===== config.mk =====
export PLATFORM = sky130hd
export DESIGN_NAME = display_mux_scheduler_flat
export DESIGN_NICKNAME = d
export VERILOG_FILES = /design/src/rtl/display_mux_scheduler_if.sv /design/src/rtl/display_mux_scheduler.sv /design/src/flat_wrapper.sv
export SDC_FILE = /design/constraint.sdc
export NUM_CORES = 1
export LEC_CHECK = 0
export ABC_AREA = 1
export CELL_PAD_IN_SITES_DETAIL_PLACEMENT = 2
export CELL_PAD_IN_SITES_GLOBAL_PLACEMENT = 2
export CORE_MARGIN = 1
export CORE_UTILIZATION = 29
export CTS_CLUSTER_DIAMETER = 50
export CTS_CLUSTER_SIZE = 16
export DETAILED_ROUTE_END_ITERATION = 12
export HOLD_SLACK_MARGIN = 0.08
export PLACE_DENSITY_LB_ADDON = 0.12
export SLEW_MARGIN = 5
export SYNTH_ARGS = -nofsm -noshare
export SYNTH_HDL_FRONTEND = slang
export SYNTH_SLANG_ARGS = --single-unit

===== constraint.sdc =====
create_clock -name clk -period 1.58 [get_ports clk]
set_clock_uncertainty 0.05 [all_clocks]
set_input_delay 0.474 -clock clk [delete_from_list [all_inputs] [get_ports clk]]
set_output_delay 0.474 -clock clk [all_outputs]
set_load 0.005 [all_outputs]

===== src/rtl/display_mux_scheduler_if.sv =====
// Update channel into the display multiplexer: a valid/ready handshake
// carrying one nibble per digit (digit i lives in bits [4i+3:4i]).
interface display_mux_scheduler_if #(
    parameter int NUM_DIGITS = 2
);
    logic [4*NUM_DIGITS-1:0] upd_data;
    logic                    upd_valid;
    logic                    upd_ready;

    modport master (
        output upd_data,
        output upd_valid,
        input  upd_ready
    );

    modport slave (
        input  upd_data,
        input  upd_valid,
        output upd_ready
    );
endinterface


===== src/rtl/display_mux_scheduler.sv =====
// Time-multiplexing scheduler for NUM_DIGITS common-anode seven-segment
// digits sharing one decoder. Each digit slot is BLANK_CYCLES dark followed
// by ON_CYCLES lit; new digit values are taken over a valid/ready channel and
// only applied at a frame boundary so a frame never mixes old and new data.
// Optional build macro: DISPLAY_MUX_ZERO_BLANK_EN enables leading-zero
// suppression (digit i>0 stays dark when it and every higher digit are 0).
module display_mux_scheduler #(
    parameter int NUM_DIGITS   = 2,
    parameter int BLANK_CYCLES = 2,
    parameter int ON_CYCLES    = 4
) (
    input  logic                    clk,
    input  logic                    reset,
    display_mux_scheduler_if.slave  upd,
    input  logic [NUM_DIGITS-1:0]   digit_en,
    output logic [3:0]              hex_sel,
    output logic [NUM_DIGITS-1:0]   an_n,
    output logic                    frame_start
);
    localparam int IDX_W   = (NUM_DIGITS > 1) ? $clog2(NUM_DIGITS) : 1;
    localparam int MAX_CYC = (BLANK_CYCLES > ON_CYCLES) ? BLANK_CYCLES : ON_CYCLES;
    localparam int CNT_W   = $clog2(MAX_CYC + 1);

    localparam logic [IDX_W-1:0] IDX_LAST   = IDX_W'(NUM_DIGITS - 1);
    localparam logic [CNT_W-1:0] BLANK_LAST = CNT_W'(BLANK_CYCLES - 1);
    localparam logic [CNT_W-1:0] ON_LAST    = CNT_W'(ON_CYCLES - 1);

    typedef enum logic {
        ST_BLANK,
        ST_ON
    } state_t;

    state_t                  state;
    logic [IDX_W-1:0]        idx;
    logic [IDX_W-1:0]        idx_next;
    logic                    idx_wrap;
    logic [CNT_W-1:0]        cnt;
    logic [4*NUM_DIGITS-1:0] active;
    logic [4*NUM_DIGITS-1:0] pending;
    logic                    pend;
    logic                    ready_q;
    logic [NUM_DIGITS-1:0]   suppress;
    logic [NUM_DIGITS-1:0]   slot_mask;

    function automatic logic [3:0] nibble_of(input logic [4*NUM_DIGITS-1:0] v, input int i);
        return v[4*i +: 4];
    endfunction

    assign upd.upd_ready = ready_q;
    assign idx_wrap      = (idx == IDX_LAST);
    assign idx_next      = idx_wrap ? '0 : idx + 1'b1;

`ifdef DISPLAY_MUX_ZERO_BLANK_EN
    logic higher_zero;

    // A digit above 0 is suppressed when it and every more significant digit are zero.
    always_comb begin
        suppress    = '0;
        higher_zero = 1'b1;
        for (int i = NUM_DIGITS - 1; i >= 1; i--) begin
            higher_zero = higher_zero && (active[4*i +: 4] == 4'd0);
            suppress[i] = higher_zero;
        end
    end
`else
    assign suppress = '0;
`endif

    // Anode pattern for the current slot while lit: only the selected digit, if enabled.
    always_comb begin
        slot_mask = '1;
        if (digit_en[idx] && !suppress[idx]) begin
            slot_mask[idx] = 1'b0;
        end
    end

    // Slot sequencer, update handshake and frame-boundary apply, all registered.
    always_ff @(posedge clk) begin
        if (!reset) begin
            state       <= ST_BLANK;
            idx         <= '0;
            cnt         <= '0;
            active      <= '0;
            pending     <= '0;
            pend        <= 1'b0;
            ready_q     <= 1'b1;
            an_n        <= '1;
            hex_sel     <= 4'd0;
            frame_start <= 1'b0;
        end else begin
            frame_start <= 1'b0;

            if (upd.upd_valid && ready_q) begin
                pending <= upd.upd_data;
                pend    <= 1'b1;
                ready_q <= 1'b0;
            end

            case (state)
                ST_BLANK: begin
                    if (cnt == BLANK_LAST) begin
                        state <= ST_ON;
                        cnt   <= '0;
                        an_n  <= slot_mask;
                    end else begin
                        cnt  <= cnt + 1'b1;
                        an_n <= '1;
                    end
                end

                ST_ON: begin
                    if (cnt == ON_LAST) begin
                        state <= ST_BLANK;
                        cnt   <= '0;
                        idx   <= idx_next;
                        an_n  <= '1;
                        if (idx_wrap) begin
                            frame_start <= 1'b1;
                        end
                        if (idx_wrap && pend) begin
                            active  <= pending;
                            pend    <= 1'b0;
                            ready_q <= 1'b1;
                            hex_sel <= nibble_of(pending, 0);
                        end else begin
                            hex_sel <= nibble_of(active, int'(idx_next));
                        end
                    end else begin
                        cnt  <= cnt + 1'b1;
                        an_n <= slot_mask;
                    end
                end

                default: begin
                    state <= ST_BLANK;
                    cnt   <= '0;
                    an_n  <= '1;
                end
            endcase
        end
    end
endmodule


===== src/flat_wrapper.sv =====
// flat-port wrapper written by rule: the top's interface ports become plain ports
module display_mux_scheduler_flat 
#(
    parameter int NUM_DIGITS   = 2,
    parameter int BLANK_CYCLES = 2,
    parameter int ON_CYCLES    = 4
)
  (clk, reset, digit_en, hex_sel, an_n, frame_start, upd_upd_data, upd_upd_valid, upd_upd_ready);
  display_mux_scheduler_if #(.NUM_DIGITS(NUM_DIGITS)) upd_i ();
  input  logic clk;
  input  logic reset;
  input  logic [NUM_DIGITS-1:0] digit_en;
  output logic [3:0] hex_sel;
  output logic [NUM_DIGITS-1:0] an_n;
  output logic frame_start;
  input wire logic [$bits(upd_i.upd_data)-1:0] upd_upd_data;
  input wire logic [$bits(upd_i.upd_valid)-1:0] upd_upd_valid;
  output wire logic [$bits(upd_i.upd_ready)-1:0] upd_upd_ready;
  assign upd_i.upd_data = upd_upd_data;
  assign upd_i.upd_valid = upd_upd_valid;
  assign upd_upd_ready = upd_i.upd_ready;
  display_mux_scheduler #(.NUM_DIGITS(NUM_DIGITS), .BLANK_CYCLES(BLANK_CYCLES), .ON_CYCLES(ON_CYCLES)) u_core (.clk(clk), .reset(reset), .upd(upd_i), .digit_en(digit_en), .hex_sel(hex_sel), .an_n(an_n), .frame_start(frame_start));
endmodule

; After elaboration in Yosys (flattened, before gate mapping)
; Cells that the tools add are included.
[word_totals]
reg_bits = 30
in_bits = 13
output_inout_bits = 8
word_cells = 53
[classes]
add_sub_neg = 2
order_cmp = 2
n_eq_ne = 2
n_shift = 1
mux = 26
bitwise_logic = 2
n_reduce_logical = 8
[op_table]
columns = cell, count
row1 = $mux 1, 16
row2 = $shiftx 8x4->4, 1
row3 = $mux 2, 3
row4 = $mux 3, 2
row5 = $pmux 3 s2, 1
row6 = $reduce_and 3->1, 2
row7 = $logic_and 1x1->1, 4
row8 = $mux 4, 1
row9 = $pmux 2 s2, 1
row10 = $add 3x1->3 const B, 1
row11 = $eq 3x1->1 const B, 1
row12 = $eq 3x2->1 const B, 1
row13 = $lt 1x2->1 const B, 1
row14 = $not 2->2, 1
row15 = $pmux 1 s2, 1
row16 = $reduce_and 2->1, 1
row17 = $add 1x1->1 const B, 1
row18 = $demux 1 s1, 1
row19 = $ge 1x1->1 const B, 1
row20 = $logic_not 1->1, 1
row21 = $not 1->1, 1

; Longest topological paths before layout
; Gate-level depths: netlist of the first run.
[depth]
depth_word = 8
ltp_mapped = 7
ltp_nobuf = 7

; Worst setup path before layout of the first run
; Ideal clock, no wire load.
[synth_path]
path_type = reg2reg
startpoint = register u_core.cnt[0]
endpoint = register u_core.active[4]
setup_ns = 0.116
arrival_time_ns = 1.085
required_time_ns = 1.414
setup_slack_ns = 0.329
path_stages_with_launch = 7
n_path_buf = 0
synth_period_minus_slack_ns = 1.251
cell_sequence = dfxtp_1 -> ha_1 -> nand2_2 -> nor2_8 -> nand2_4 -> o21ai_0 -> nor2_1
[synth_via]
elab_chain_cells = 2
[synth_rtl]
columns = item, line
row1 = start: declaration, display_mux_scheduler.sv:37  ; logic [CNT_W-1:0] cnt;
row2 = start signal: assignment, display_mux_scheduler.sv:106  ; cnt <= cnt + 1'b1;
row3 = start signal: assignment, display_mux_scheduler.sv:129  ; cnt <= cnt + 1'b1;
row4 = $eq 3x2->1, display_mux_scheduler.sv:112  ; if (cnt == ON_LAST) begin
row5 = $reduce_and 3->1 (no line), --
row6 = end signal: assignment, display_mux_scheduler.sv:121  ; active <= pending;
row7 = end: declaration, display_mux_scheduler.sv:38  ; logic [4*NUM_DIGITS-1:0] active;
; Every way passes these cells.
; A chain may end at the register's enable or synchronous reset.

; Worst setup path after layout of the first run
; Same ends and word-level chain as after synthesis.

==> flow_summary.ini, run 1 <==
[outcome]
status = finished, final reports clean

[route]
totalWireLength_um = 3060
drc = 0
drt-wirelength-per-cell_um = 13.1
dr.pass1.iters = 3
ant_nets = 0
drt_iter0_markers = 15
via_count = 1064
viasPerCell = 4.57

[final_layout]
seq_area_sq_um = 601
drive_above_1_share_pct = 10.4
syn2layout_area_growth_pct = 31.0
diodes = 0
fillers = 474
multi_input_area_sq_um = 534
layout.nets = 200

[critical_path]
startpoint = u_core.cnt[0]
r2r-end = u_core.active[4]
critPathLaunchType = register
r2r_slack_ns = 0.14
crit_path_max_fanout = 10
reg2reg_depth = 6
timing.rr.start = u_core.cnt[0]
crit_arrival_ns = 1.56
end_kind = register
worstPathRequired_ns = 1.70
crit_slowest_cell = dfxtp_1
max_stage_delay_ns = 0.41
crit_type = register to register
crit_chain = ha_1 -> nand2_2 -> nor2_8 -> nand2_4 -> o21ai_0 -> nor2_1

[floorplan]
core_sq_mm = 0.00400
dieArea_sq_mm = 0.00443
io-pin-count = 21
initial_core_util_pct = 30.2
dieWidth_um = 66.6
fp.dieH_um = 66.6
num_rows = 23

[grt]
grt_pass1_wl_um = 5380
grt_usage_pct = 16.9
grt_max_degree = 11
antenna_found_initial = 0
grt_pass1_vias = 1159
grt_overflow = 0

[power_and_ir_drop]
switchingPower_w = 0.000368
netSwitchingFraction_pct = 23.4
p_per_area_mw_per_mm2 = 993
ir_drop_uv = 448
p_comb_share_pct = 8.7
total_leakage_power_nw = 0.727
power_frac_seq_pct = 51.5
power_frac_clock_pct = 39.9
internal_power_w = 0.00121

[logic_synthesis]
synth_area_per_cell_sq_um = 7.91
ys_ff_latch = 30
synth_area_sq_mm = 0.00121
yosysWarnings = 0
post_synth_num_cell_types = 23
dominantRegCellSynth = dfxtp_1
synth-async-reset-ratio_pct = 0
synth_nets = 171
synth_edf_count = 0
syn_inst = 153
ys_seq_area_share_pct = 49.6

[place]
place_ws_ns = -0.108
port_buffers = 20
gp_congestion = 0.679
dp.final_hpwl_um = 2470

[clock_network]
cts_tree = done
cts_hold_buffers = 0
clock_path_buffers = 2
root_buffer = clkbuf_8
cts_sinks = 30
insertion_delay_ns = 0.28
clk_pin_slew_ns = 0.06
cts_buffers = 5
cts_htree_levels = 2

[hold_path]
whs_endpoint = u_core.active[3]
min_path_type = register to register
worstHoldStart = u_core.active[3]
worstHoldPathCells = 2

[sta]
fin_setup_tns_ns = 0
max_slew_margin_pct = 78.7
worst_pin_slew_ns = 0.320
layout_worst_path_cycle_share_pct = 91.1
worst_slack_ns = 0.141
min_period_ns = 1.44
setup_viol = 0
rsz0062_at_grt = false
max_freq_mhz = 695
final_hold_viol_count = 0
slew_violations = 0

[job]
cap_viol_max_count = 0
## per-stage QoR
| step | utilization [%] | hold slack, ns | power, W | instances | cell area, sq um |
|---|---|---|---|---|---|
| 3_3_place_gp | 37.6 | 0.395 | 0.000958 | 225 | 1500 |
| 2_1_floorplan | - | 0.390 | 0.000892 | 153 | 1210 |
| 4_1_cts | 39.6 | 0.419 | 0.00160 | 233 | 1590 |
| 6_report | 39.6 | 0.418 | 0.00157 | 233 | 1590 |
| 3_5_place_dp | 37.6 | 0.410 | 0.000971 | 225 | 1500 |
| 5_1_grt | 39.6 | 0.449 | 0.00165 | 233 | 1590 |
## final cells by class
class	count	area share (%)
inverters	15	4.03
well taps	50	3.95
repair buffers	24	14.7
flip-flops and latches	30	37.9
multi-input cells	106	33.7
clock inverters	1	0.316
clock buffers	7	5.45
## cell usage after synthesis (all sizes together), types with 2 or more instances
master | n | area share (%)
nand3 | 15 | 6.2
inv | 13 | 4.2
nand2 | 32 | 12
nor3 | 2 | 0.83
o21ai | 13 | 5.4
a21oi | 6 | 2.5
ha | 5 | 5.2
dfxtp | 30 | 50
nor2 | 29 | 10
clkinv | 2 | 1.0
## per-layer routing
metal  up-vias  global-route usage, %  part of all wire (%)
met5         -                      0                     0
met4         0                   6.38                   1.6
met3         6                   5.31                   4.0
met2        19                   30.8                    52
met1       493                   17.8                    43
li1        546                      -                     -
## cells in the final DEF, fill, tap and decap left out, types with 3 or more instances in the layout
master | Yosys | routed
nand3_1 | 15 | 15
ha_1 | 5 | 5
a21oi_1 | 6 | 6
buf_4 | 1 | 3
dlygate4sd2_1 | 0 | 8
clkbuf_8 | 0 | 6
dfxtp_1 | 30 | 30
o21ai_0 | 12 | 11
nor2_1 | 28 | 28
clkdlybuf4s50_1 | 0 | 12
inv_1 | 11 | 11
nand2_1 | 28 | 28
## cells by family (layout without fill, tap and decap cells)
family | count (synthesis) | count (layout) | share of synthesized area [%]
compound gates | 21 | 21 | 9.00
fa+ha+maj | 5 | 5 | 5.17
flops | 30 | 30 | 49.6
buf+inv | 17 | 47 | 6.20
simple gates | 80 | 80 | 30.0
## power by group through the flow
stage	clock, W	combinational, W	sequential (W)
floorplan	0	0.0000708	0.000822
global placement	0	0.000132	0.000826
detailed placement	0	0.000143	0.000828
CTS	0.000650	0.000141	0.000811
global route	0.000677	0.000157	0.000815
finish	0.000627	0.000137	0.000810
## worst max-delay path, delay by kind of cell, from the launching register on
| family | cells | cell delay (ns) |
|---|---|---|
| and+or+nand+nor | 4 | 0.47 |
| AOI/OAI and AO/OA | 1 | 0.18 |
| DFF | 1 | 0.41 |
| adders and majority gates | 1 | 0.22 |
## state kept, by name (all words and copies together), names as in the netlist
register	cells
u_core.active	8
u_core.pending	8
u_core.hex_sel	4
u_core.cnt	3
u_core.an_n	2
u_core.frame_start	1
u_core.idx	1
u_core.pend	1
u_core.state	1
u_core.upd.upd_ready	1
## how the worst max path moves through the flow
stage,endpoint,slack (ns)
global placement,u_core.pending[1],-0.01
finish,u_core.active[4],0.14
floorplan,u_core.active[4],0.33
CTS,u_core.active[6],0.08
detailed placement,u_core.pending[7],-0.11
global route,u_core.active[5],0.006
## timing repair
action,in CTS,in global routing
pin swaps,0,0
setup buffers,0,0
endpoints found under the setup margin,8,1
gates resized for setup,8,1
hold endpoints to repair,0,0
No activity file was read; power rests on OpenSTA's default activity.
==> inputs of run 2 (changes only) <==
--- a/config.mk
+++ b/config.mk
@@ -6,6 +6,7 @@
 export NUM_CORES = 1
 export LEC_CHECK = 0
 export ABC_AREA = 1
+export CAP_MARGIN = 20
 export CELL_PAD_IN_SITES_DETAIL_PLACEMENT = 2
 export CELL_PAD_IN_SITES_GLOBAL_PLACEMENT = 2
 export CORE_MARGIN = 1
@@ -15,7 +16,7 @@
 export DETAILED_ROUTE_END_ITERATION = 12
 export HOLD_SLACK_MARGIN = 0.08
 export PLACE_DENSITY_LB_ADDON = 0.12
-export SLEW_MARGIN = 5
+export SLEW_MARGIN = 10
 export SYNTH_ARGS = -nofsm -noshare
 export SYNTH_HDL_FRONTEND = slang
 export SYNTH_SLANG_ARGS = --single-unit
==> results of run 2 <==
Final layout, timing and power as in run 1 (identical DEF).
==> inputs of run 3 (changes only) <==
--- a/config.mk
+++ b/config.mk
@@ -9,6 +9,7 @@
 export CAP_MARGIN = 20
 export CELL_PAD_IN_SITES_DETAIL_PLACEMENT = 2
 export CELL_PAD_IN_SITES_GLOBAL_PLACEMENT = 2
+export CORE_ASPECT_RATIO = 1.75
 export CORE_MARGIN = 1
 export CORE_UTILIZATION = 29
 export CTS_CLUSTER_DIAMETER = 50
==> flow_summary.ini, run 3 (same netlist as run 1, synthesis figures left out) <==
[route]
via_count = 1095
viasPerCell = 4.80
ant_nets = 0
dr.pass1.iters = 1
totalWireLength_um = 3220
drt-wirelength-per-cell_um = 14.1
drc = 0
drt_iter0_markers = 0

[final_layout]
fin_cells = 228
mostFrequentLayoutCells = dfxtp_1, nor2_1, nand2_1, nand3_1
final_common_cell = dfxtp_1
diodes = 0
syn2layout_area_growth_pct = 28.5
drive_above_1_share_pct = 10.0
reg_top3 = u_core.active: 8 flops, u_core.pending: 8 flops, u_core.hex_sel: 4 flops
layout.nets = 199
fin_area_sq_mm = 0.00156

[sta]
max_freq_mhz = 697
min_period_ns = 1.43
max_slew_margin_pct = 79.6
rsz0062_at_grt = false
final_hold_viol_count = 0
worst_pin_slew_ns = 0.305
worst_slack_ns = 0.146
setup_viol = 0
fin_setup_tns_ns = 0
slew_violations = 0
layout_worst_path_cycle_share_pct = 90.8

[grt]
grt_overflow = 0
grt_max_degree = 11
grt_pass1_wl_um = 5240
grt_pass1_vias = 1145
antenna_found_initial = 0
grt_usage_pct = 16.6

[critical_path]
crit_type = register to register
worstPathRequired_ns = 1.70
crit_path_max_fanout = 10
crit_arrival_ns = 1.56
critPathLaunchType = register
end_kind = register

[floorplan]
dieArea_sq_mm = 0.00444
core_sq_mm = 0.00394
io-pin-count = 21
num_rows = 30
dieWidth_um = 50.8
fp.dieH_um = 87.4
initial_core_util_pct = 30.7

[place]
dpl-instance-area_sq_mm = 0.00148
place_ws_ns = -0.104
dp.final_hpwl_um = 2590
dpl.cell_count = 222
port_buffers = 20
gp_congestion = 0.721

[hold_path]
min_path_type = register to register

[power_and_ir_drop]
ir_drop_uv = 558
p_per_area_mw_per_mm2 = 993
total_leakage_power_nw = 0.712

[clock_network]
root_buffer = clkbuf_8
clk_pin_slew_ns = 0.06
cts_hold_buffers = 0
clock_path_buffers = 2
insertion_delay_ns = 0.28
cts_htree_levels = 2
cts_sinks = 30
cts_tree = done
postCtsSetupBuffers = 0
cts_buffers = 5

[job]
cap_viol_max_count = 0

[outcome]
status = finished, final reports clean
run 3: layout make-up:
class	instances	area (sq um)
Fill cell	478	2390
Sequential cell	30	602
Multi-Input combinational cell	106	534
Timing Repair Buffer	23	213
Clock buffer	6	82.6
Inverter	15	63.8
Tap cell	48	60.1
run 3: worst paths after layout:
kind                            cells after the start  slack, ns        startpoint                to
worst max-delay path                                6       0.15     u_core.cnt[1]  u_core.active[4]
worst min-delay path                                2       0.42  u_core.active[1]  u_core.active[1]
worst max register to register                      6       0.15     u_core.cnt[1]  u_core.active[4]
worst min register to register                      2       0.42  u_core.active[1]  u_core.active[1]
run 3: through the flow:
step	util, %	total power, W	hold WS (ns)
3_5_place_dp	37.6	0.000967	0.412
4_1_cts	39.4	0.00158	0.426
6_report	39.5	0.00155	0.421
2_1_floorplan	-	0.000892	0.390
3_3_place_gp	37.6	0.000953	0.402
5_1_grt	39.5	0.00162	0.443
run 3: metal layers:
layer,part of all wire (%),GRT usage [%],vias up
met5,0,0,-
met4,3.2,9.34,0
met3,2.2,3.14,9
met2,62,34.4,20
met1,33,13.7,528
li1,-,-,538
run 3: critical path, cell delays in order (launching register included):
cell,delay [ns]
dfxtp_1,0.40
ha_1,0.21
nand2_2,0.09
nor2_8,0.18
nand2_4,0.14
o21ai_0,0.20
nor2_1,0.05
run 3: what timing repair did:
action | in CTS | in global routing
setup endpoints to repair | 8 | 2
gates cloned | 0 | 0
gates resized for setup | 8 | 1
run 3: where the power goes:
group	leakage, nW	switching [W]	internal, W
registers	0.245	0.0000250	0.000787
clock network	0.0431	0.000267	0.000335
logic	0.424	0.0000658	0.0000654
